==> src/rtl/hex_scan_ctrl.sv <==
// Eight-digit multiplexed hex display scanner with tear-free frame reload
// and optional leading-zero blanking.
module hex_scan_ctrl #(
    parameter int unsigned SCAN_DIV = 50000
) (
    input  logic        clk,
    input  logic        rst_n,
    input  logic [31:0] display_in,
    input  logic        display_we,
    input  logic        blank_lz,
    output logic [6:0]  seg_n,
    output logic [7:0]  dig_en_n,
    output logic        frame_done,
    output logic [31:0] shown
);

    localparam int unsigned PW = (SCAN_DIV > 2) ? $clog2(SCAN_DIV) : 1;
    localparam logic [PW-1:0] TC = PW'(SCAN_DIV - 1);

    logic [PW-1:0] presc_q, presc_d;
    logic [2:0]    idx_q, idx_d;
    logic [31:0]   pend_q, pend_d;
    logic [31:0]   act_q, act_d;
    logic          fd_q, fd_d;
    logic [6:0]    seg_q, seg_d;
    logic [7:0]    dig_q, dig_d;

    logic          tc;
    logic          boundary;
    logic [4:0]    sh;
    logic [3:0]    nib;
    logic          lz;

    assign tc       = (presc_q == TC);
    assign boundary = tc && (idx_q == 3'd7);

    // Outputs are decoded from next-state values so the registered
    // segment/digit drive lines up with the index and active word.
    always_comb begin
        presc_d = tc ? '0 : presc_q + 1'b1;
        idx_d   = tc ? idx_q + 3'd1 : idx_q;
        pend_d  = display_we ? display_in : pend_q;
        act_d   = act_q;
        if (boundary) begin
            act_d = display_we ? display_in : pend_q;
        end
        fd_d  = boundary;
        sh    = {idx_d, 2'b00};
        nib   = act_d[sh +: 4];
        lz    = blank_lz && (idx_d != 3'd0) && ((act_d >> sh) == 32'd0);
        dig_d = ~(8'b1 << idx_d);
        seg_d = 7'h7f;
        if (!lz) begin
            unique case (nib)
                4'h0: seg_d = 7'b1000000;
                4'h1: seg_d = 7'b1111001;
                4'h2: seg_d = 7'b0100100;
                4'h3: seg_d = 7'b0110000;
                4'h4: seg_d = 7'b0011001;
                4'h5: seg_d = 7'b0010010;
                4'h6: seg_d = 7'b0000010;
                4'h7: seg_d = 7'b1111000;
                4'h8: seg_d = 7'b0000000;
                4'h9: seg_d = 7'b0010000;
                4'ha: seg_d = 7'b0001000;
                4'hb: seg_d = 7'b0000011;
                4'hc: seg_d = 7'b1000110;
                4'hd: seg_d = 7'b0100001;
                4'he: seg_d = 7'b0000110;
                4'hf: seg_d = 7'b0001110;
                default: seg_d = 7'h7f;
            endcase
        end
    end

    always_ff @(posedge clk or negedge rst_n) begin
        if (!rst_n) begin
            presc_q <= '0;
            idx_q   <= '0;
            pend_q  <= '0;
            act_q   <= '0;
            fd_q    <= 1'b0;
            seg_q   <= 7'b1000000;
            dig_q   <= 8'b11111110;
        end else begin
            presc_q <= presc_d;
            idx_q   <= idx_d;
            pend_q  <= pend_d;
            act_q   <= act_d;
            fd_q    <= fd_d;
            seg_q   <= seg_d;
            dig_q   <= dig_d;
        end
    end

    assign seg_n      = seg_q;
    assign dig_en_n   = dig_q;
    assign frame_done = fd_q;
    assign shown      = act_q;

endmodule

==> config.mk <==
export PLATFORM = sky130hd
export DESIGN_NAME = hex_scan_ctrl
export DESIGN_NICKNAME = d
export VERILOG_FILES = /design/src/rtl/hex_scan_ctrl.sv
export SDC_FILE = /design/constraint.sdc
export NUM_CORES = 1
export LEC_CHECK = 0
export ABC_AREA = 1
export CORE_MARGIN = 3
export CORE_UTILIZATION = 35
export DETAILED_ROUTE_END_ITERATION = 7
export GPL_TIMING_DRIVEN = 0
export SYNTH_ARGS = -nofsm -noshare
export SYNTH_HDL_FRONTEND = slang
export SYNTH_SLANG_ARGS = --single-unit
==> constraint.sdc <==
create_clock -name clk -period 2.9 [get_ports clk]
set_input_delay 0.58 -clock clk [delete_from_list [all_inputs] [get_ports clk]]
set_output_delay 0.58 -clock clk [all_outputs]
set_load 0.01 [all_outputs]
==> impl_metrics.ini <==
[outcome]
status = finished with violations
violations = negative setup slack

[clock_tree]
cts_buffer_depth = 2
h-tree-depth = 3
cts_tree = built
cts_made_buffers = 9
hold_buffers = 0
clkLatencyLatePin_ps = 350
clock-sinks = 99
cts.clk_slew.worst_paths_ps = 70
clock_tree.root_cell = clkbuf_16

[drt]
route.final.wire_length_um = 15610
vias_per_cell = 4.847
num_vias = 4910
drtAntennaViolNets = 0
drt_first_pass_iters = 4
drt_iter0_drc = 310
drc = 0
post_drt_wl_per_cell_um = 15.41

[grt]
grt_pass1_wl_um = 24340
grt.overflow.total = 0
antenna_found_initial = 0
grt_usage_pct = 19.14
met2_usage_pct = 30.87
busiest_layer = met2
met3_usage_pct = 3.125
grt_start_max_net_pins = 54
grtUsageMet1_pct = 26.23
grt_pass1_vias = 4757

[timing]
hold_viol = 0
slew_viol_final = 0
fin_crit_sh_pct = 100.2
fin_skew_ps = 13.84
min_period_ps = 2906
max_clock_freq_ghz = 0.3441
worst_slack_ps = -5.884
relSlewSlack_pct = 59.38
tightest_slew_ps = 609.3
finalSetupViolations = 1
rsz0062_at_grt = yes
setup_tns_ps = -5.884

[floorplan]
rows = 43
initial_utilization_pct = 36.70
io_pins = 84
fp.coreArea_sq_mm = 0.01420
dieWidth_um = 128.0
die-area_sq_mm = 0.01639
die_y_um = 128.0

[worst_setup_path]
cpMaxStageDelayCell = dfrtp_1
cp.arrival_ps = 3140
startpoint_type = flop
critPathRequiredTime_ps = 3140
crit_fanout = 7
r2r_slack_ps = -6
path_cells = ha_4 -> nand3_4 -> nor2_4 -> buf_6 -> nand3_4 -> buf_6 -> buf_4 -> o21ai_4 -> o21ai_2 -> nand2_1 -> nand3_2 -> nand2_4 -> inv_4 -> buf_4 -> ha_1 -> nand2_1 -> o21ai_1 -> nand2_1 -> nand2_1 -> inv_1 -> nand2_2
critPathMaxStageDelay_ps = 410
cp-end-kind = flop
worst-setup-path-type = reg -> reg
cpMostUsedCell = nand2_1

[synthesis]
synth.avg_cell_area_sq_um = 7.654
synth-simple-area-share_pct = 33.05
syn-cell-area_sq_mm = 0.005212
yosysWarnings = 0
yosysTopAreaCellShare_pct = 43.69
ys.flop_type = dfrtp_1
yosys.area.top_type = dfrtp_1
synth_cell_types = 35
ys_seq_area_share_pct = 47.72
syn_inst = 681
synth-compound-area-share_pct = 6.265
synth_area_leaders = dfrtp_1 (44%), nand2_1 (17%), inv_1 (6.8%)
synth.area.mux_share_pct = 0.1920
synth_nets = 726
synth_adder_area_share_pct = 2.160
synth_xor_area_share_pct = 0.5041
synth_top_family_by_area = simple AND/OR/NAND/NOR gates
synth-edff-count = 0
synth_seq_cells = 99
ys_async_sr_fraction_pct = 100.0

[cells_and_area]
final_cell_area_sq_mm = 0.007451
seq_area_sq_mm = 0.002490
final_net_count = 873
area_growth_pct = 42.94
fillCellCount = 1363
finalNonFillerCells = 1013
diodes = 0
drive_gt1_share_pct = 23.05
multi_input_area_sq_mm = 0.002489

[power_and_ir_drop]
p_leak_nw = 3.760
internal-power_w = 0.002356
netSwitchingFraction_pct = 20.85
p_seq_share_pct = 48.0
vdd_drop_max_v = 0.0003316
p_clk_share_pct = 46.6
powerDensity_mw_per_mm2 = 399.6
p_sw_w = 0.0006209
pwr-share-comb_pct = 5.4

[placed_design]
dp_hpwl_um = 10920
place_congestion = 0.8640
placed_cells = 944
io_buffers = 82
placed_cell_area_sq_mm = 0.006284
place_ws_ps = -728.9

[min_path]
hold_class = in -> async

[run]
cap_violations = 0
cells in the final DEF (no fill, tap or decap), types with 5 or more instances in the layout:
master           count
nand2_1            214
inv_1               91
dfrtp_1             89
clkdlybuf4s50_1     81
buf_4               52
nand3_1             49
nor2_1              29
o21ai_0             25
nand2_2             21
nand4_1             21
nand3_2             11
nand2_4             10
clkbuf_16           10
o21ai_2              9
o21ai_1              8
dfstp_2              8
buf_6                7
a21oi_1              7
inv_2                6
nor2_4               6
buf_2                5
o21ai_4              5
repair_timing:
item / 4_1_cts / 5_1_grt
setup buffers: 28 / 23
cloned: 1 / 1
setup endpoints to repair: 7 / 7
resized for setup: 34 / 79
pin swaps: 12 / 30
sequential cells by signal (all words and copies together) (netlist names):
signal / flops
dig_en_n: 8
frame_done: 1
idx_q: 3
pend_q: 32
presc_q: 16
seg_n: 7
shown: 32
layout make-up:
cell class                      count  share of cell area (%)
Sequential cell                    99                   33.42
Multi-Input combinational cell    457                   33.40
Timing Repair Buffer              136                   17.46
Inverter                          101                   5.222
Clock buffer                       12                   3.308
Tap cell                          180                   3.023
Buffer                             24                   2.838
Clock inverter                      4                   1.327
critical path, delay by kind of cell, from the launching register on:
family / cells / cell delay [ps]
compound gates: 3 / 360
fa+ha+maj: 2 / 360
buf+inv: 6 / 700
flops: 1 / 410
simple gates: 10 / 960
final timing paths:
path	start	cells past startpoint	end
max	presc_q[0]	21	seg_n[3]
min in group clk	pend_q[3]	2	pend_q[3]
max in group asynchronous	rst_n	2	presc_q[10]
min reg2reg	pend_q[3]	2	pend_q[3]
min	rst_n	1	shown[2]
max reg2reg	presc_q[0]	21	seg_n[3]
stage by stage:
step	utilization, %	power [W]	hold WS [ps]
final	52.46	0.002977	239.7
after global routing	52.46	0.003084	287.2
after CTS	49.31	0.003008	251.4
after detailed placement	44.24	0.001614	454.6
after global placement	44.06	0.001607	448.9
after floorplan	-	0.001512	284.4
per-layer routing:
layer | wire length, um | part of all wire (%) | vias up
met3 | 745 | 4.8 | 16
met5 | 0 | 0 | -
met1 | 7333 | 47 | 2335
li1 | - | - | 2428
met4 | 261 | 1.7 | 0
met2 | 7273 | 47 | 131
power by group through the flow:
stage	registers, W	clock network [W]	logic (W)
6_report	0.00143	0.00139	0.000160
5_1_grt	0.00143	0.00147	0.000184
4_1_cts	0.00143	0.00142	0.000161
3_5_place_dp	0.00146	0	0.000158
3_3_place_gp	0.00145	0	0.000152
2_1_floorplan	0.00145	0	0.0000590
synth_stat cells, types with 4 or more instances:
| master | instances |
|---|---|
| a21oi_1 | 8 |
| nor3_1 | 4 |
| dfrtp_1 | 91 |
| nand3_1 | 55 |
| inv_1 | 95 |
| or2_2 | 4 |
| inv_2 | 5 |
| nand3_2 | 7 |
| nand2_2 | 5 |
| nand4_1 | 21 |
| buf_2 | 9 |
| buf_6 | 5 |
| and2_1 | 4 |
| o21ai_0 | 29 |
| nand2_1 | 237 |
| dfstp_2 | 8 |
| ha_1 | 9 |
| nor2_2 | 4 |
| o21ai_1 | 12 |
| clkbuf_1 | 8 |
| nor2_1 | 33 |
| o21ai_2 | 6 |
cells by family (layout without fill, tap and decap cells):
kind of cell             after synthesis  after routing
flip-flops                            99             99
AO/OA/AOI/OAI                         59             59
multiplexers                           1              1
buffers and inverters                125            277
AND/OR/NAND/NOR                      385            385
XOR/XNOR                               3              3
adder cells (fa/ha/maj)                9              9
Note: power is estimated with default switching activity, not from simulation.
